$ cat config.mk
export PLATFORM = sky130hd
export DESIGN_NAME = hazard_pipe_regs
export DESIGN_NICKNAME = d
export VERILOG_FILES = /design/src/rtl/hazard_pipe_regs.sv
export SDC_FILE = /design/constraint.sdc
export NUM_CORES = 1
export LEC_CHECK = 0
export CAP_MARGIN = 10
export CELL_PAD_IN_SITES_DETAIL_PLACEMENT = 1
export CELL_PAD_IN_SITES_GLOBAL_PLACEMENT = 2
export CORE_UTILIZATION = 23
export DETAILED_ROUTE_END_ITERATION = 10
export PLACE_DENSITY_LB_ADDON = 0.1
export SETUP_SLACK_MARGIN = 0.1
export SYNTH_ARGS = -nofsm -noshare
export SYNTH_HDL_FRONTEND = slang
export SYNTH_SLANG_ARGS = --single-unit
$ cat constraint.sdc
create_clock -name clk -period 1.25 [get_ports clk]
set_input_delay 0.25 -clock clk [delete_from_list [all_inputs] [get_ports clk]]
set_output_delay 0.25 -clock clk [all_outputs]
set_load 0.02 [all_outputs]
$ cat src/rtl/hazard_pipe_regs.sv
// hazard_pipe_regs: PC register and the IF/ID, ID/EX, EX/MEM and MEM/WB
// control/address pipeline registers. It applies the hazard unit's stall and
// flush requests, and returns stage-tagged register addresses and
// write-enables to the hazard unit.
// Optional build macro: HAZARD_PERF_CNT_EN adds saturating stall/flush
// event counters (StallCount, FlushCount).
module hazard_pipe_regs #(
  parameter int              XLEN      = 32,
  parameter logic [XLEN-1:0] RESET_PC  = 32'h0000_0000,
  parameter logic [XLEN-1:0] NOP_INSTR = 32'h0000_0013
) (
  input  logic            clk,
  input  logic            rst,
  input  logic            StallF,
  input  logic            StallD,
  input  logic            FlushD,
  input  logic            FlushE,
  input  logic [XLEN-1:0] PCNextF,
  input  logic [XLEN-1:0] InstrF,
  output logic [XLEN-1:0] PCF,
  output logic [XLEN-1:0] InstrD,
  output logic [XLEN-1:0] PCD,
  output logic            ValidD,
  input  logic            RegWriteD,
  input  logic            MemWriteD,
  input  logic [1:0]      ResultSrcD,
  input  logic [4:0]      Rs1D,
  input  logic [4:0]      Rs2D,
  input  logic [4:0]      RdD,
  output logic [4:0]      Rs1E,
  output logic [4:0]      Rs2E,
  output logic [4:0]      RdE,
  output logic            RegWriteE,
  output logic            MemWriteE,
  output logic [1:0]      ResultSrcE,
  output logic            ResultSrcE0,
  output logic            ValidE,
  output logic [4:0]      RdM,
  output logic            RegWriteM,
  output logic            MemWriteM,
  output logic [1:0]      ResultSrcM,
  output logic [4:0]      RdW,
  output logic            RegWriteW,
  output logic [1:0]      ResultSrcW
`ifdef HAZARD_PERF_CNT_EN
  ,
  output logic [31:0]     StallCount,
  output logic [31:0]     FlushCount
`endif
);

  // PC register: holds while fetch is stalled, otherwise follows the PC mux
  always_ff @(posedge clk) begin
    if (rst) begin
      PCF <= RESET_PC;
    end else if (!StallF) begin
      PCF <= PCNextF;
    end
  end

  // IF/ID: a flush beats a stall, because the older branch squashes the younger instruction
  always_ff @(posedge clk) begin
    if (rst || FlushD) begin
      InstrD <= NOP_INSTR;
      PCD    <= '0;
      ValidD <= 1'b0;
    end else if (!StallD) begin
      InstrD <= InstrF;
      PCD    <= PCF;
      ValidD <= 1'b1;
    end
  end

  // ID/EX: no stall input; a bubble clears every address so it can never match a forward
  always_ff @(posedge clk) begin
    if (rst || FlushE) begin
      Rs1E       <= '0;
      Rs2E       <= '0;
      RdE        <= '0;
      RegWriteE  <= 1'b0;
      MemWriteE  <= 1'b0;
      ResultSrcE <= '0;
      ValidE     <= 1'b0;
    end else begin
      Rs1E       <= Rs1D;
      Rs2E       <= Rs2D;
      RdE        <= RdD;
      RegWriteE  <= RegWriteD;
      MemWriteE  <= MemWriteD;
      ResultSrcE <= ResultSrcD;
      ValidE     <= ValidD;
    end
  end

  // EX/MEM: advances unconditionally every cycle
  always_ff @(posedge clk) begin
    if (rst) begin
      RdM        <= '0;
      RegWriteM  <= 1'b0;
      MemWriteM  <= 1'b0;
      ResultSrcM <= '0;
    end else begin
      RdM        <= RdE;
      RegWriteM  <= RegWriteE;
      MemWriteM  <= MemWriteE;
      ResultSrcM <= ResultSrcE;
    end
  end

  // MEM/WB: advances unconditionally every cycle
  always_ff @(posedge clk) begin
    if (rst) begin
      RdW        <= '0;
      RegWriteW  <= 1'b0;
      ResultSrcW <= '0;
    end else begin
      RdW        <= RdM;
      RegWriteW  <= RegWriteM;
      ResultSrcW <= ResultSrcM;
    end
  end

  // Load-in-E flag goes straight from the ID/EX register to the hazard unit
  assign ResultSrcE0 = ResultSrcE[0];

`ifdef HAZARD_PERF_CNT_EN
  // Saturating event counters: stall cycles, and cycles with any flush request
  always_ff @(posedge clk) begin
    if (rst) begin
      StallCount <= '0;
      FlushCount <= '0;
    end else begin
      if (StallD && (StallCount != 32'hFFFF_FFFF)) begin
        StallCount <= StallCount + 32'd1;
      end
      if ((FlushD || FlushE) && (FlushCount != 32'hFFFF_FFFF)) begin
        FlushCount <= FlushCount + 32'd1;
      end
    end
  end
`else
  // Counters are not built in this configuration
`endif

endmodule

==> flow_summary.yaml <==
sta:
  slew_viol_final: 0
  max_freq_mhz: 877
  rsz0062_at_grt: "yes"
  min_period_ns: 1.14
  setup_violations: 0
  skew_ns: 0.00643
  fin_crit_sh: 0.912
  hold_viol_final: 0
  max_slew_margin: 0.775
  tightest_slew_ns: 0.337
  tns_ns: 0
setup_path:
  startpoint_type: "flip-flop"
  cp_slowest_cell: "dfxtp_2"
  end_kind: "output port"
  worstPathMaxFanout: 3
  critical_path.top_delay_family: "flip-flops"
  crit_path_cell_trace: "buf_6"
  worst_ep_required_time_ns: 1.00
  arrival_ns: 0.89
  critical_path_class: "flip-flop to output port"
  slowest_delay_ns: 0.36
  cp_num_buf_inv: 1
die:
  die_x_um: 141
  die_area_um2: 19900
  io_pins: 224
  coreArea_um2: 18800
  initial_core_util: 0.236
  rows: 50
  die_h_um: 141
layout:
  fin_util: 0.431
  syn_to_final_growth_pct: 83.1
  nets: 739
  final_cells: 924
  layout-drive-gt1-share: 0.516
  nFillCells: 1994
  register_area_um2: 2850
  multi_input_area_um2: 1580
synthesis:
  yosys_warnings: 0
  synth_edf_count: 0
  synthArstFlopShare: 0
  synth_cell_types: 15
  ys_seq_area_frac: 0.604
  syn_nets: 483
  postSynthAreaPerCell_um2: 11.3
  synthCells: 394
  synth.top_cell.area_share: 0.604
  synth_area_um2: 4440
  yosysTopAreaCell: "dfxtp_1"
  synth_common_cells: "dfxtp_1 (134), mux2i_1 (96), nor2_1 (94)"
  synth_area_leaders: "dfxtp_1 (60%), mux2i_1 (22%), nor2_1 (8.0%), and2_1 (2.7%), nor2b_1 (2.4%)"
  synth_seq_cells: 134
  synth_most_common_cell: "dfxtp_1"
  synthFlopType: "dfxtp_1"
clock_network:
  hold_buffers: 0
  root_buffer: "clkbuf_16"
  cts.htree.levels: 4
  cts_sinks: 134
  cts_buffers: 17
  clockBufferDepth: 2
  insertion_delay_ns: 0.41
  path_clk_slew_ns: 0.07
  cts_tree: "yes"
route:
  wl_per_cell_um: 15.1
  drc_errors: 0
  drtAntennaViolNets: 0
  via_per_inst: 3.97
  dr.pass1.iters: 4
  vias: 3672
  wl_um: 13900
  first_iter_violations: 62
power:
  net-switching-power_uw: 2710
  p_int_uw: 8420
  irDropWorstVdd_mv: 0.870
  p_seq_frac: 0.410
  total_power_uw: 11100
  switching_share: 0.243
  p_leak_uw: 0.00364
  pwr-share-clk: 0.468
  power_density_nw_per_um2: 1370
  pwr-share-comb: 0.122
placed_design:
  place.gp.congestion: 0.724
  dp_cells: 884
  portBuffers: 223
  dp.final_hpwl_um: 10000
global_routing:
  grt_max_degree: 42
  grt_pass1_wl_um: 21500
  grt-ovfl-total: 0
  antenna_found_initial: 1
  grt_pass1_vias: 4004
  grtUsageTotal: 0.144
job:
  drv_cap: 0
outcome:
  status: "finished, final reports clean"
hold_path:
  hp-class: "primary input to flip-flop"
==> registers in the layout, indices dropped and copies added (netlist names), 2 cells and up <==
| name | flops |
|---|---|
| PCD | 32 |
| Rs2E | 5 |
| ResultSrcW | 2 |
| PCF | 32 |
| RdW | 5 |
| ResultSrcE | 2 |
| InstrD | 32 |
| Rs1E | 5 |
| RdE | 5 |
| ResultSrcM | 2 |
| RdM | 5 |
==> final timing paths <==
kind | start | slack [ns] | to | cells after the start
worst max register to register | PCF[13] | 0.46 | PCF[13] | 3
worst min register to register | ResultSrcM[1] | 0.47 | ResultSrcW[1] | 1
worst min-delay path | rst | 0.22 | InstrD[0] | 3
worst max-delay path | ResultSrcE[0] | 0.11 | ResultSrcE0 | 1
==> layout by cell type (no fill, tap or decap) <==
cell type,instances
a21oi_1,1
and2_1,19
buf_12,6
buf_2,3
buf_4,36
buf_6,133
bufinv_16,3
clkbuf_16,17
clkdlybuf4s50_1,85
clkinv_4,4
clkinvlp_4,3
dfxtp_1,4
dfxtp_2,130
diode_2,1
inv_1,1
inv_6,5
mux2i_1,96
nand2_1,3
nor2_1,94
nor2_4,1
nor2b_1,17
nor3_1,1
or2_2,1
==> area by class of cell <==
type                            instances  share of cell area
Sequential cell                       134               0.350
Clock buffer                           17              0.0524
Inverter                                1            0.000462
Clock inverter                         15              0.0236
Antenna cell                            1            0.000308
Timing Repair Buffer                  263               0.339
Tap cell                              260              0.0400
Multi-Input combinational cell        233               0.194
==> power by group through the flow <==
stage	clock [µW]	sequential, µW	combinational [µW]
6_report	5200	4560	1360
5_1_grt	5590	4570	1460
4_1_cts	5390	4550	1360
3_5_place_dp	0	4590	1340
3_3_place_gp	0	4590	1320
2_1_floorplan	0	4780	386
==> per-layer routing <==
layer | share of wire | global-route usage
met3 | 0.090 | 0.0707
met2 | 0.51 | 0.249
met4 | 0.0098 | 0.0481
met5 | 0 | 0
met1 | 0.39 | 0.151
==> metrics by stage <==
stage	area [µm²]	hold WS [ns]	setup slack, ns
6_report	8130	0.216	0.110
5_1_grt	8120	0.214	0.0539
4_1_cts	7960	0.186	0.0211
3_5_place_dp	7130	0.456	-0.297
3_3_place_gp	7130	0.444	-0.268
2_1_floorplan	4440	0.327	0.224
==> logic make-up after synthesis <==
family / share of synthesized area
buffers and inverters: 0.0412
DFF: 0.604
and+or+nand+nor: 0.137
muxes: 0.217
AOI/OAI and AO/OA: 0.00113
==> repair_timing <==
action                                  CTS  global route
setup buffers                             3             4
cloned                                    0             0
resized for setup                       887            56
endpoints found under the setup margin  135           107
Power figures use the tool's default switching activity.
